===== src/rtl/s2mm_ring_scheduler_pkg.sv =====
// Shared definitions for the S2MM ring scheduler: FSM encoding, command
// field layout and write-response codes.
package s2mm_ring_scheduler_pkg;

    typedef enum logic [2:0] {
        ST_IDLE    = 3'd0,
        ST_ISSUE   = 3'd1,
        ST_WAIT_ST = 3'd2,
        ST_DRAIN   = 3'd3,
        ST_HALT    = 3'd4
    } state_e;

    // Command word layout: {address, length}; the address starts at bit 16.
    localparam int CTL_ADDR_LSB = 16;
    localparam int CTL_LEN_W    = 16;

    // AXI write response code for a clean completion.
    localparam logic [1:0] BRESP_OKAY = 2'b00;

    // True when the worst-case BRESP reported by the engine is OKAY.
    function automatic logic bresp_is_okay(input logic [1:0] bresp);
        return (bresp == BRESP_OKAY);
    endfunction

endpackage


===== src/rtl/ring_space_calc.sv =====
// Free space in a byte ring: size - ((wr - rd) mod size). Purely
// combinational; one extra bit keeps the borrow of wr - rd visible.
module ring_space_calc #(
    parameter int C_PTR_WIDTH = 32
) (
    input  logic [C_PTR_WIDTH-1:0] size_i,
    input  logic [C_PTR_WIDTH-1:0] wr_ptr_i,
    input  logic [C_PTR_WIDTH-1:0] rd_ptr_i,
    output logic [C_PTR_WIDTH:0]   free_o
);

    logic [C_PTR_WIDTH:0] diff_s;
    logic [C_PTR_WIDTH:0] used_s;

    // Occupancy with wrap-around, then the remaining free bytes.
    always_comb begin
        diff_s = {1'b0, wr_ptr_i} - {1'b0, rd_ptr_i};
        if (diff_s[C_PTR_WIDTH]) begin
            // Producer has wrapped behind the consumer: add one ring length.
            used_s = diff_s + {1'b0, size_i};
        end else begin
            used_s = diff_s;
        end
        free_o = {1'b0, size_i} - used_s;
    end

endmodule


===== src/rtl/s2mm_ring_scheduler.sv =====
// Issues fixed-size S2MM write commands into a software-consumed byte ring,
// one command in flight at a time, and advances the produce pointer on
// each clean completion.
module s2mm_ring_scheduler
    import s2mm_ring_scheduler_pkg::*;
#(
    parameter int C_AXI_ADDR_WIDTH = 64,
    parameter int C_PTR_WIDTH      = 32,
    parameter int C_CHUNK_SIZE     = 4096
) (
    input  logic                          clk,
    input  logic                          rst_n,
    input  logic                          enable,
    input  logic [C_AXI_ADDR_WIDTH-1:0]   buf_base,
    input  logic [C_PTR_WIDTH-1:0]        buf_size,
    input  logic [C_PTR_WIDTH-1:0]        rd_ptr,
    output logic [C_AXI_ADDR_WIDTH+15:0]  m_axis_ctl_tdata,
    output logic                          m_axis_ctl_tvalid,
    input  logic                          m_axis_ctl_tready,
    input  logic [7:0]                    s_axis_st_tdata,
    input  logic                          s_axis_st_tvalid,
    output logic                          s_axis_st_tready,
    output logic [C_PTR_WIDTH-1:0]        wr_ptr,
    output logic                          irq,
    output logic                          error,
    output logic                          busy
);

    localparam logic [C_PTR_WIDTH:0]   CHUNK_P   = (C_PTR_WIDTH + 1)'(C_CHUNK_SIZE);
    localparam logic [CTL_LEN_W-1:0]   CHUNK_LEN = CTL_LEN_W'(C_CHUNK_SIZE);

    state_e                        state_q;
    logic [C_PTR_WIDTH-1:0]        size_q;
    logic [C_PTR_WIDTH-1:0]        wr_ptr_q;
    // Holds the latched ring base already offset by the produce pointer.
    logic [C_AXI_ADDR_WIDTH-1:0]   ctl_addr_q;
    logic                          ctl_tvalid_q;
    logic                          st_tready_q;
    logic                          irq_q;
    logic                          error_q;
    logic                          busy_q;

    logic [C_PTR_WIDTH:0]          free_s;
    logic [C_PTR_WIDTH:0]          wr_sum_s;
    logic [C_PTR_WIDTH-1:0]        wr_ptr_d;
    logic [C_AXI_ADDR_WIDTH-1:0]   cmd_addr_s;
    logic                          st_hs_s;
    logic                          st_ok_s;
    logic                          unused_st_s;

    // Free space is only consulted in IDLE, where the live ring size is
    // the value being latched on the same edge.
    ring_space_calc #(
        .C_PTR_WIDTH (C_PTR_WIDTH)
    ) u_space (
        .size_i   (buf_size),
        .wr_ptr_i (wr_ptr_q),
        .rd_ptr_i (rd_ptr),
        .free_o   (free_s)
    );

    assign st_hs_s     = s_axis_st_tvalid & st_tready_q;
    assign st_ok_s     = bresp_is_okay(s_axis_st_tdata[1:0]);
    assign cmd_addr_s  = buf_base + C_AXI_ADDR_WIDTH'(wr_ptr_q);
    // Upper status bits are reserved and carry no meaning here.
    assign unused_st_s = ^s_axis_st_tdata[7:2];

    // Next produce offset after a clean chunk, wrapping at the ring end.
    always_comb begin
        wr_sum_s = {1'b0, wr_ptr_q} + CHUNK_P;
        if (wr_sum_s == {1'b0, size_q}) begin
            wr_ptr_d = {C_PTR_WIDTH{1'b0}};
        end else begin
            wr_ptr_d = wr_sum_s[C_PTR_WIDTH-1:0];
        end
    end

    // Scheduler FSM with all handshake and status outputs registered.
    always_ff @(posedge clk or negedge rst_n) begin
        if (!rst_n) begin
            state_q      <= ST_IDLE;
            size_q       <= {C_PTR_WIDTH{1'b0}};
            wr_ptr_q     <= {C_PTR_WIDTH{1'b0}};
            ctl_addr_q   <= {C_AXI_ADDR_WIDTH{1'b0}};
            ctl_tvalid_q <= 1'b0;
            st_tready_q  <= 1'b0;
            irq_q        <= 1'b0;
            error_q      <= 1'b0;
            busy_q       <= 1'b0;
        end else begin
            irq_q <= 1'b0;
            case (state_q)
                ST_IDLE: begin
                    if (enable && !error_q) begin
                        size_q <= buf_size;
                        // Strict compare: one chunk always stays empty so a
                        // full ring is never confused with an empty one.
                        if (free_s > CHUNK_P) begin
                            ctl_addr_q   <= cmd_addr_s;
                            ctl_tvalid_q <= 1'b1;
                            busy_q       <= 1'b1;
                            state_q      <= ST_ISSUE;
                        end
                    end
                end
                ST_ISSUE: begin
                    if (m_axis_ctl_tready) begin
                        ctl_tvalid_q <= 1'b0;
                        st_tready_q  <= 1'b1;
                        state_q      <= ST_WAIT_ST;
                    end else if (!enable) begin
                        // Withdraw the command before it was accepted.
                        ctl_tvalid_q <= 1'b0;
                        busy_q       <= 1'b0;
                        state_q      <= ST_IDLE;
                    end
                end
                ST_WAIT_ST, ST_DRAIN: begin
                    if (st_hs_s) begin
                        st_tready_q <= 1'b0;
                        if (st_ok_s) begin
                            wr_ptr_q <= wr_ptr_d;
                            irq_q    <= 1'b1;
                            busy_q   <= 1'b0;
                            state_q  <= ST_IDLE;
                        end else begin
                            error_q  <= 1'b1;
                            state_q  <= ST_HALT;
                        end
                    end else if ((state_q == ST_WAIT_ST) && !enable) begin
                        // The engine still owes a status; keep accepting it.
                        state_q <= ST_DRAIN;
                    end
                end
                ST_HALT: begin
                    if (!enable) begin
                        error_q <= 1'b0;
                        busy_q  <= 1'b0;
                        state_q <= ST_IDLE;
                    end
                end
                default: begin
                    ctl_tvalid_q <= 1'b0;
                    st_tready_q  <= 1'b0;
                    busy_q       <= 1'b0;
                    state_q      <= ST_IDLE;
                end
            endcase
        end
    end

    assign m_axis_ctl_tdata  = {ctl_addr_q, CHUNK_LEN};
    assign m_axis_ctl_tvalid = ctl_tvalid_q;
    assign s_axis_st_tready  = st_tready_q;
    assign wr_ptr            = wr_ptr_q;
    assign irq               = irq_q;
    assign error             = error_q;
    assign busy              = busy_q;

endmodule

===== config.mk =====
export PLATFORM = sky130hd
export DESIGN_NAME = s2mm_ring_scheduler
export DESIGN_NICKNAME = d
export VERILOG_FILES = /design/src/rtl/s2mm_ring_scheduler_pkg.sv /design/src/rtl/ring_space_calc.sv /design/src/rtl/s2mm_ring_scheduler.sv
export SDC_FILE = /design/constraint.sdc
export NUM_CORES = 1
export LEC_CHECK = 0
export ABC_AREA = 1
export BUFFER_PORTS_ARGS = -buffer_cell sky130_fd_sc_hd__buf_2
export CAP_MARGIN = 20
export CORE_MARGIN = 1
export CORE_UTILIZATION = 33
export DETAILED_ROUTE_END_ITERATION = 6
export MAX_ROUTING_LAYER = met4
export PLACE_DENSITY = 0.62
export SLEW_MARGIN = 40
export SYNTH_ARGS = -nofsm -noshare
export SYNTH_HDL_FRONTEND = slang
export SYNTH_SLANG_ARGS = --single-unit

===== constraint.sdc =====
create_clock -name clk -period 6.9 [get_ports clk]
set_clock_uncertainty 0.15 [all_clocks]
set_input_delay 1.38 -clock clk [delete_from_list [all_inputs] [get_ports clk]]
set_output_delay 1.38 -clock clk [all_outputs]
set_load 0.05 [all_outputs]

; ---- After elaboration in Yosys (flattened, before gate mapping)
; Index checks and enable logic that the tools add are counted.
[totals]
regBits = 136
inputBits = 141
output_inout_bits = 117
word_cells = 80
[classes]
addsub = 5
n_lt_le_gt_ge = 1
n_eq_ne = 15
mux = 29
n_bitwise = 3
reduce_logical = 18
[op_table]
columns = op, count
row1 = 64-bit by 32-bit adder with 64-bit output, 1
row2 = 32-bit by 13-bit adder with 33-bit output (second input constant), 1
row3 = 33-bit by 32-bit adder with 33-bit output, 1
row4 = 33-bit by 32-bit equality test with 1-bit output, 1
row5 = 33-bit by 13-bit greater-than comparator with 1-bit output (second input constant), 1
row6 = 33-bit 2-to-1 mux, 1
row7 = 32-bit by 32-bit subtractor with 33-bit output, 1
row8 = 32-bit by 33-bit subtractor with 33-bit output, 1
row9 = 32-bit 2-to-1 mux, 1
row10 = 3-bit 2-to-1 mux, 7
row11 = 2-bit != test (second input constant), 8
row12 = 1-bit 2-to-1 mux, 15
row13 = 3-bit case mux with 4 select lines, 1
row14 = 3-bit AND reduction, 4
row15 = 4-bit AND reduction, 2
row16 = 3-bit by 2-bit equality test with 1-bit output (second input constant), 2
row17 = 3-bit != test (second input constant), 2
row18 = 1-bit case mux with 3 select lines, 2
row19 = 5-bit AND reduction, 1
row20 = 1-bit case mux with 4 select lines, 1
row21 = 2-bit OR reduction, 2
row22 = 3-bit by 1-bit equality test with 1-bit output (second input constant), 1
row23 = 3-bit equality test (second input constant), 1
row24 = 3-bit zero test, 1
row25 = other kinds (9), 12

; ---- Longest topological paths before layout
[logic_depth]
ltp_word = 8
ltp_mapped = 45
depth_no_buf = 43

; ---- Cells and area by module
; A second synthesis with hierarchy kept.
[unflattened]
cells_unflattened = 2782
hier_area_um2 = 16017.9
[modules_own_cells]
columns = module, instances, cells_per_inst, area_per_inst_um2, seq_area_each_um2
row1 = s2mm_ring_scheduler, 1, 1217, 8343.0, 3103.0
row2 = ring_space_calc, 1, 1565, 7674.9, 0.0

; ---- Least setup slack after synthesis
; OpenSTA, ideal clock, no wires.
[synth_timing]
path_kind = in2reg
start = input port rd_ptr[13]
end = register ctl_addr_q[31]
setup_ns = 0.074
t_arrival_ns = 6.216
t_required_ns = 6.676
path_slack_ns = 0.460
cell_stages = 31
n_path_buf = 2
cell_sequence = inv_1 -> ha_1 -> a21o_1 -> a21oi_1 -> a21boi_0 -> o21ai_0 -> a21oi_1 -> xnor2_1 -> ha_1 -> a21oi_1 -> o21a_1 -> nand2_1 -> a2111oi_0 -> nand3_1 -> nand3_1 -> o21ai_0 -> ha_1 -> inv_1 -> nor4_1 -> nand3_1 -> nand3_1 -> nand3_1 -> nor2_1 -> nand2_1 -> nor2_2 -> nand2_2 -> nand2_4 -> buf_6 -> buf_6 -> nand2_1 -> o21ai_2
[synth_via]
elab_chain_len = 6
[synth_rtl]
columns = element, line_no
row1 = from (decl), s2mm_ring_scheduler.sv:16  ; input logic [C_PTR_WIDTH-1:0] rd_ptr,
row2 = 32-bit by 32-bit subtractor with 33-bit output (*), ring_space_calc.sv:17  ; diff_s = {1'b0, wr_ptr_i} - {1'b0, rd_ptr_i};
row3 = 33-bit by 32-bit adder with 33-bit output, ring_space_calc.sv:20  ; used_s = diff_s + {1'b0, size_i};
row4 = 33-bit 2-to-1 mux (*), ring_space_calc.sv:18  ; if (diff_s[C_PTR_WIDTH]) begin
row5 = 32-bit by 33-bit subtractor with 33-bit output (*), ring_space_calc.sv:24  ; free_o = {1'b0, size_i} - used_s;
row6 = 33-bit by 13-bit greater-than comparator with 1-bit output (*), s2mm_ring_scheduler.sv:98  ; if (free_s > CHUNK_P) begin
row7 = 3-bit AND reduction (no source line) (*), --
row8 = to (signal assigned), s2mm_ring_scheduler.sv:84  ; ctl_addr_q <= {C_AXI_ADDR_WIDTH{1'b0}};
row9 = to (signal assigned), s2mm_ring_scheduler.sv:99  ; ctl_addr_q <= cmd_addr_s;
row10 = to (decl), s2mm_ring_scheduler.sv:36  ; logic [C_AXI_ADDR_WIDTH-1:0] ctl_addr_q;
; Mark *: on every way between the ends. The rest lies on a longest branch, timed or not.
; A chain may end at the register's enable or synchronous reset.

; ---- Worst setup path after layout
[layout_timing]
start = input port rd_ptr[13]
end = register ctl_addr_q[26]
; Same word-level chain as after synthesis.

==> metrics <==
final instance area=18100 sq um; Yosys Warn Count=0; Filler Cell Count=between 4000 and 5000; max frequency=about 150 MHz; CTS tree=built; initial antenna violation count=2; vias=15400; PD cells=160 nW/um^2; Critical Path Start Type=input pin; Leak=10.1 nW; Sinks on Clock Net=about 120; register area share after synthesis=between 20 and 25%; total die area=41900 sq um; Mean Syn Cell Area=6.24 sq um; Worst Path Arrival=6.75 ns; drt pass-1 iters=5; first-pass GRT wire length=73200 microns; number of synthesized register bits=124; placed inst area=16900 sq um; DP Cell Count=3119; drt drc=0; # rows=73; routed vias/inst=4.86; Worst Setup Path Type=in -> reg; Clk Latency, worst-skew pair=0.43 ns; Slew headroom=50.1%; Port Buffers=223; Worst Hold Class=reg -> reg; hold_ws=0.319 ns; DR WL/cell=15.0 microns; register cell area after layout=~3100 sq um; proportion of layout cells with a drive suffix above 1=23.9%; mapped cell area=13600 sq um; critical path endpoint category=register; maximum clock insertion buffer count=2; final net count=2878; Clk Tree Root Cell=clkbuf_16; Mapped Cells=2172; TritonCTS Buffers=17; hold-fix buffers at CTS=0; worst-margin pin slew=0.747 ns; worst setup margin=0.301 ns; Die Height=205 microns; Post-Route Setup TNS=0 ns; Total Wirelength=47600 microns; grt total ovfl=0; delay-heaviest family, CP=simple AND/OR/NAND/NOR gates; CP dominant cell by count=nand2_1; period utilisation layout=95.6%; EDFF count, synth=0; end-of-flow core utilization=45.1%; clock-pin slew on the worst setup and hold paths=0.06 ns; setup violators final=0; H-tree depth=4; ys flop type=dfrtp_1; Async SR Flop Fraction=100%; post-DP HPWL=between 30000 and 40000 microns; unique cell type count in the Yosys netlist=52; Core ar.=40100 sq um; Non-Filler Instances=between 3000 and 4000; pre-CTS setup slack=-0.459 ns; Ports=258; area occupied by multi-input gates=9570 sq um; Final min period=6.60 ns; initial DRC count=854; Worst path slowest cell=ha_1; Max FO, Critical Path=12; Largest stage delay, worst path=0.35 ns; Initial Util=33.8%; Placer Congestion=0.935; GRT Total Usage=22.7%; Die X=between 200 and 250 microns; pin count of the biggest net entering global routing=79; Slew Viols, Final=0; max-cap violations=0; Critical path buffers and inverters=7; Synth-to-Final Area Change=33.3%; Max VDD drop=roughly 180 uV; status=complete, no violations; vias in the first global route=approximately 15000; hold violation total from the final report=0; Pwr Total=2.90 mW; CP required=a little over 7 ns; Antenna Nets Post-Route=0
sequential cells by signal, indices dropped and copies added, names as in the netlist:
name               cells
busy                   1
ctl_addr_q            64
error                  1
irq                    1
m_axis_ctl_tvalid      1
s_axis_st_tready       1
size_q                32
state_q                3
wr_ptr                20
synth_stat cells, drive strengths merged, types with 3 or more instances:
cell    number  area, sq um
nand3b      13         97.6
a31oi       12         75.1
o22ai        7         43.8
nand4       39          244
xor2        67          587
inv        281         1050
o21a         5         37.5
o211ai       7         52.6
nor2       227          862
nor3        38          195
o31ai        3         22.5
ha         108         1350
nand3      105          536
nand2      730         2750
xnor2       50          438
o21ai      118          666
a21o        10         75.1
a21boi       4         33.8
buf         41          305
clkbuf      19         78.8
a21oi      116          581
dfrtp      124         3100
and2         4         25.0
nor4        10         62.6
o21bai      14          105
power by group:
part | switching, mW | internal (mW)
clock network | 0.339 | 0.578
logic | 0.755 | 0.497
registers | 0.000817 | 0.728
total | 1.09 | 1.80
per-layer routing:
layer  GRT usage [%]  up-vias  share of wire (%)
met1            29.7     7074                 47
met4            8.24        0                3.0
li1                -     7863                  -
met2            36.6      384                 46
met3            1.83       79                4.3
met5               -        -                  0
cells in the final DEF (no fill, tap or decap), types with 4 or more instances in the layout:
cell type,Yosys,final
a31oi_1,12,11
nand2_1,727,714
buf_6,5,5
clkbuf_16,0,20
dfrtp_1,124,124
o22ai_1,7,7
buf_2,7,222
o21bai_1,14,13
o21ai_1,2,10
ha_4,0,6
a21oi_1,116,99
a21o_1,10,10
o21ai_2,20,22
a21oi_2,0,15
o211ai_1,7,7
nand4_1,39,39
nand2_2,2,14
nor4_1,10,7
o21ai_0,96,86
inv_2,8,12
xnor2_1,50,49
nor2_2,4,19
o21a_1,5,5
buf_12,0,4
xor2_2,0,4
inv_1,273,269
nand3b_1,13,13
nand3_1,103,101
ha_1,108,99
nor2_1,223,205
nor3_1,37,33
buf_4,28,235
xor2_1,67,62
nand3_2,2,4
conb_1,2,28
nor3_2,1,4
cell type report:
type                       count  share of cell area (%)
multi-input combinational   1734                    52.9
sequential                   124                    17.2
timing repair buffer         469                    17.1
inverter                     281                    5.83
tap                          525                    3.63
clock buffer                  19                    2.45
clock inverter                13                   0.900
antenna                        2                  0.0277
worst min-delay path: stages (launching register included):
cell and delay, ns:
dfrtp_1 0.34, nand2_1 0.05, nand2_1 0.05
kinds of logic (layout without fill, tap and decap cells):
kind of cell | Yosys count | in the layout | share of synthesized area [%]
AO/OA/AOI/OAI | 306 | 306 | 13.1
XOR/XNOR | 117 | 117 | 7.56
adder cells (fa/ha/maj) | 110 | 110 | 10.3
buffers and inverters | 341 | 782 | 10.6
flip-flops | 124 | 124 | 22.9
multiplexers | 1 | 1 | 0.0738
other | 2 | 30 | 0.0554
AND/OR/NAND/NOR | 1171 | 1172 | 35.5
worst paths after layout:
| path | start | end | slack [ns] | cells past startpoint |
|---|---|---|---|---|
| min in group asynchronous | rst_n | ctl_addr_q[38] | 0.82 | 1 |
| max in group asynchronous | rst_n | size_q[30] | 4.72 | 2 |
| setup / recovery | rd_ptr[13] | ctl_addr_q[26] | 0.30 | 39 |
| hold reg to reg | ctl_addr_q[8] | ctl_addr_q[8] | 0.32 | 2 |
| setup reg to reg | wr_ptr[13] | ctl_addr_q[26] | 0.85 | 37 |
| hold / removal | ctl_addr_q[8] | ctl_addr_q[8] | 0.32 | 2 |
what timing repair did:
item                                    CTS  global route
gates resized for setup                   1           112
endpoints found under the setup margin   43            67
cloned                                    0             6
pin swaps                                 0            32
buffers inserted                          0             8
(Power assumes the default switching activity.)
